### config.mk
export PLATFORM = sky130hd
export DESIGN_NAME = counter_bank
export DESIGN_NICKNAME = d
export VERILOG_FILES = /design/src/rtl/counter_bank.sv
export SDC_FILE = /design/constraint.sdc
export NUM_CORES = 1
export LEC_CHECK = 0
export CAP_MARGIN = 25
export CORE_MARGIN = 2
export CORE_UTILIZATION = 34
export CTS_CLUSTER_SIZE = 28
export DETAILED_ROUTE_END_ITERATION = 8
export PLACE_DENSITY = 0.6
export SYNTH_ARGS = -nofsm -noshare
export SYNTH_HDL_FRONTEND = slang
export SYNTH_SLANG_ARGS = --single-unit
export TNS_END_PERCENT = 100
### constraint.sdc
create_clock -name clk -period 4.85 [get_ports clk]
set_input_delay 0.485 -clock clk [delete_from_list [all_inputs] [get_ports clk]]
set_output_delay 0.485 -clock clk [all_outputs]
set_load 0.05 [all_outputs]
### src/rtl/counter_bank.sv
// Bank of independent up/down counters with boundary-event reporting.
// Events queue one deep per channel and leave through a round-robin valid/ready port.
module counter_bank #(
    parameter int WIDTH    = 8,
    parameter int CHANNELS = 4,
    parameter int SATURATE = 0,
    localparam int CW      = (CHANNELS > 1) ? $clog2(CHANNELS) : 1
) (
    input  logic                      clk,
    input  logic                      rst_n,
    input  logic [CHANNELS-1:0]       en,
    input  logic [CHANNELS-1:0]       down,
    input  logic [CHANNELS-1:0]       load,
    input  logic [CHANNELS*WIDTH-1:0] load_value,
    input  logic                      clear,
    output logic [CHANNELS*WIDTH-1:0] count,
    output logic [CHANNELS-1:0]       terminal,
    output logic                      evt_valid,
    input  logic                      evt_ready,
    output logic [CW-1:0]             evt_channel,
    output logic                      evt_down,
    output logic [7:0]                drop_count
);

    localparam logic [WIDTH-1:0] MAX_VALUE = '1;

    logic [CHANNELS-1:0] event_hit;
    logic [CHANNELS-1:0] drop_hit;
    logic [CHANNELS-1:0] grant_onehot;
    logic [CHANNELS-1:0] pend_reg, pend_next;
    logic [CHANNELS-1:0] pend_dir_reg, pend_dir_next;
    logic [CHANNELS-1:0] terminal_reg;
    logic                evt_valid_reg, evt_down_reg;
    logic [CW-1:0]       evt_channel_reg, rr_ptr_reg;
    logic [7:0]          drop_reg, drop_next;
    logic                out_free, grant_found;
    logic [CW-1:0]       grant_ch;
    int                  drop_total;

    assign out_free = ~evt_valid_reg | evt_ready;

    genvar gi;
    generate
        for (gi = 0; gi < CHANNELS; gi++) begin : g_chan
            logic [WIDTH-1:0] count_reg;
            logic             boundary;

            assign boundary       = down[gi] ? (count_reg == '0) : (count_reg == MAX_VALUE);
            assign event_hit[gi]  = en[gi] & ~load[gi] & ~clear & boundary;
            assign grant_onehot[gi] = grant_found & (grant_ch == CW'(gi));
            // A grant frees the slot this cycle, so a coincident event refills it instead of dropping.
            assign drop_hit[gi]   = event_hit[gi] & pend_reg[gi] & ~grant_onehot[gi];
            assign pend_next[gi]  = ~clear & (event_hit[gi] | (pend_reg[gi] & ~grant_onehot[gi]));
            assign pend_dir_next[gi] = (event_hit[gi] & ~drop_hit[gi]) ? down[gi] : pend_dir_reg[gi];
            assign count[gi*WIDTH +: WIDTH] = count_reg;

            always_ff @(posedge clk or negedge rst_n) begin
                if (!rst_n) begin
                    count_reg <= '0;
                end else if (clear) begin
                    count_reg <= '0;
                end else if (load[gi]) begin
                    count_reg <= load_value[gi*WIDTH +: WIDTH];
                end else if (en[gi] && !(SATURATE != 0 && event_hit[gi])) begin
                    count_reg <= down[gi] ? count_reg - 1'b1 : count_reg + 1'b1;
                end
            end
        end
    endgenerate

    // Round-robin search begins one past the most recently granted channel.
    always_comb begin
        int            idx_i;
        logic [CW-1:0] idx_c;
        grant_found = 1'b0;
        grant_ch    = '0;
        idx_i       = 0;
        idx_c       = '0;
        if (out_free && !clear) begin
            for (int k = 0; k < CHANNELS; k++) begin
                idx_i = int'(rr_ptr_reg) + k;
                if (idx_i >= CHANNELS) idx_i = idx_i - CHANNELS;
                idx_c = CW'(idx_i);
                if (!grant_found && pend_reg[idx_c]) begin
                    grant_found = 1'b1;
                    grant_ch    = idx_c;
                end
            end
        end
    end

    always_comb begin
        drop_total = int'(drop_reg) + $countones(drop_hit);
        drop_next  = (drop_total > 255) ? 8'hFF : drop_total[7:0];
    end

    always_ff @(posedge clk or negedge rst_n) begin
        if (!rst_n) begin
            pend_reg        <= '0;
            pend_dir_reg    <= '0;
            terminal_reg    <= '0;
            drop_reg        <= '0;
            evt_valid_reg   <= 1'b0;
            evt_channel_reg <= '0;
            evt_down_reg    <= 1'b0;
            rr_ptr_reg      <= '0;
        end else begin
            pend_reg     <= pend_next;
            pend_dir_reg <= pend_dir_next;
            terminal_reg <= event_hit;
            drop_reg     <= clear ? 8'h00 : drop_next;
            if (out_free) begin
                evt_valid_reg <= grant_found;
                if (grant_found) begin
                    evt_channel_reg <= grant_ch;
                    evt_down_reg    <= pend_dir_reg[grant_ch];
                    rr_ptr_reg      <= (grant_ch == CW'(CHANNELS - 1)) ? '0 : grant_ch + 1'b1;
                end
            end
        end
    end

    assign terminal    = terminal_reg;
    assign evt_valid   = evt_valid_reg;
    assign evt_channel = evt_channel_reg;
    assign evt_down    = evt_down_reg;
    assign drop_count  = drop_reg;

endmodule

==> summary.md <==
| Metric | Value |
|---|---|
| CTS root buffer | clkbuf_16 |
| Final setup viols | 0 |
| CTS tree | built |
| CP startpoint kind | primary input |
| Worst EP required | 5.10 ns |
| Post-CTS sizing | 0 |
| # port buffers | 95 |
| Post-synth top flop | dfrtp_1 |
| DRC | 0 |
| Finished Core Util | 0.467 |
| Peak supply drop | 150 uV |
| Syn avg cell area | 9.11 um2 |
| Worst-Margin Slew | 0.794 ns |
| Status | complete, no violations |
| Initial DRC Count | 192 |
| Final Hold Fails | 0 |
| Slowest stage delay, CP | 0.75 ns |
| Setup bufs post-CTS | 0 |
| Tmin final | 3.97 ns |
| H-tree Lvls | 3 |
| Vias in the first global route | 3749 |
| FF-to-FF Start | pend_reg[0] |
| Crit end category | register |
| CP startpoint | down[2] |
| Rel. slew slack | 0.471 |
| Detailed Route WL | 11100 um |
| Clk slew on worst S/H paths | 0.06 ns |
| Post-Synthesis Cell Area | 0.00425 mm2 |
| Core Box Area | 0.0121 mm2 |
| Synth-to-Final Area Change | 33.2% |
| Critical path peak fanout | 12 |
| Post-CTS Hold Fix Bufs | 0 |
| Vias | 3843 |
| Clock latency on the worst-skew pair | 0.33 ns |
| First-pass GRT wire length | 18200 um |
| Crit Path Category | primary input to register |
| Final TNS setup | 0 ns |
| Worst hold path class | primary input to asynchronous set/reset pin |
| Post-DP HPWL | 8000 um |
| Vias/cell | 5.22 |
| RSZ-0062 raised after global routing | false |
| Synth warn | 0 |
| Filler cells | 1181 |
| Power Density | 299 mW/mm2 |
| Initial core utilization | 0.351 |
| Die Area | 0.0134 mm2 |
| Sink Count | 58 |
| Largest net degree at the start of global routing | 59 |
| CTS Buffer Depth | 2 |
| Tcrit/Tclk final | 0.819 |
| Global route total overflow | 0 |
| Ys async rst share | 1.00 |
| Number of synthesized flops with an enable pin | 0 |
| Total leakage power | 2.36 nW |
| Slew Limit Fails | 0 |
| CP max stage cell | clkdlybuf4s50_1 |
| WL/cell | 15.1 um |
| Die Y | 116 um |
| Worst path arrival time | 4.23 ns |
| F_max | 0.252 GHz |
| Nets | 647 |
| RD Place Congestion | 0.845 |
| Ant. Diodes | 0 |
| CP Cell Sequence | clkdlybuf4s50_1 -> inv_1 -> nor4_1 -> a31oi_1 -> nor4b_4 -> nand3_1 -> fa_1 -> fa_1 -> inv_1 -> fa_1 -> nand3_1 -> or2_2 -> a21oi_1 |
| Seq/Total Area, Yosys | 0.342 |
| Inserted Clock Buffers | 9 |
| Max FFs per register | 32 |
| Cell variety after synth | 57 |
| Number of synthesized register bits | 58 |
| I/O Pins | 96 |
| Row count | 40 |
| GRT Total Usage | 0.171 |
| CP most frequent cell | fa_1 |
| Final ANT Viol Nets | 0 |
| Syn nets | 550 |
| Share of layout cells above drive strength 1 | 0.0810 |
| Initial antenna violation count | 0 |
| Drt first pass iters | 4 |
| Post-Syn Instances | 466 |
| Skew final | 0.00552 ns |
| Max_cap viols | 0 |
| Die width | 116 um |
==> power breakdown <==
part           leakage, nW  internal [mW]  switching, mW
logic                 1.47          0.221          0.302
clock network        0.125          0.359          0.236
registers            0.768          0.524         0.0463
==> worst paths after layout <==
kind | to | slack, ns | cells past startpoint
max | drop_count[1] | 0.88 | 13
min | g_chan[1].count_reg[4] | 0.31 | 2
max reg2reg | drop_count[1] | 1.02 | 13
min reg2reg | evt_channel[1] | 0.50 | 2
max in group asynchronous | g_chan[1].count_reg[7] | 4.01 | 2
min in group clk | evt_channel[1] | 0.50 | 2
==> cells in the mapped netlist, types with 3 or more instances <==
cell	count	area, um2
clkbuf_1	7	26.3
mux2i_1	11	110
o21a_1	3	22.5
xnor2_1	14	123
xor2_1	10	87.6
or3_1	7	43.8
and2_1	3	18.8
o21bai_1	5	37.5
mux2_2	8	90.1
a31oi_1	9	56.3
o22ai_1	3	18.8
a211oi_1	16	120
o21ai_0	25	125
and3_1	3	18.8
a311oi_1	7	61.3
nor2b_1	13	81.3
nand4b_1	3	26.3
nand3_1	10	50.1
nor3_1	12	60.1
a21o_1	4	30.0
nor4b_4	3	71.3
nor2_1	41	154
buf_1	6	22.5
inv_1	32	120
nor3b_1	6	45.0
a21oi_1	31	155
dfrtp_1	58	1450
nand2b_1	5	31.3
nand2_1	31	116
ha_1	29	363
fa_1	7	140
nand4_1	5	31.3
nor4_1	8	50.1
clkinv_1	4	15.0
==> metal layers <==
| layer | part of all wire | global-route usage | vias to the layer above |
|---|---|---|---|
| li1 | - | - | 1884 |
| met1 | 0.47 | 0.224 | 1852 |
| met2 | 0.46 | 0.280 | 93 |
| met4 | 0.014 | 0.0563 | 0 |
| met5 | 0 | 0 | - |
| met3 | 0.054 | 0.0387 | 14 |
==> cell usage in the layout, fill, tap and decap left out, drive strengths merged, types with 13 or more instances in the layout <==
cell type and instances:
nand2 32, ha 29, nor2b 13, dfrtp 58
o21ai 27, xnor2 14, a21oi 32, clkdlybuf4s50 93
inv 32, a211oi 17, nor2 41
==> worst max-delay path: cells and delay by family <==
kind            cells  cell delay [ns]
fa+ha+maj           3             1.20
buf+inv             3             1.00
compound gates      2             0.34
simple gates        5             1.20
==> per-stage QoR <==
step	hold slack [ns]	setup WS [ns]	instances	power [mW]	instance area [um2]
2_1_floorplan	0.189	0.997	466	0.920	4250
3_3_place_gp	0.491	0.614	720	1.09	5380
3_5_place_dp	0.489	0.510	720	1.10	5380
4_1_cts	0.365	0.861	736	1.71	5660
5_1_grt	0.418	0.596	736	1.78	5660
6_report	0.311	0.877	736	1.69	5660
==> cell type report <==
type	instances	area [um2]	share of cell area
Clock inverter	4	27.5	0.00487
Clock buffer	12	246	0.0436
Timing Repair Buffer	100	978	0.173
Sequential cell	58	1450	0.257
Multi-Input combinational cell	358	2610	0.461
Inverter	36	135	0.0239
Tap cell	168	210	0.0372
==> cells by family (layout without fill, tap and decap cells) <==
family                   after synthesis  after routing  share of synthesized area
AO/OA/AOI/OAI                        116            116                      0.180
XOR/XNOR                              24             24                     0.0495
multiplexers                          21             21                     0.0551
AND/OR/NAND/NOR                      161            161                      0.211
buffers and inverters                 50            152                     0.0445
adder cells (fa/ha/maj)               36             36                      0.118
flip-flops                            58             58                      0.342
(Power assumes the default switching activity.)
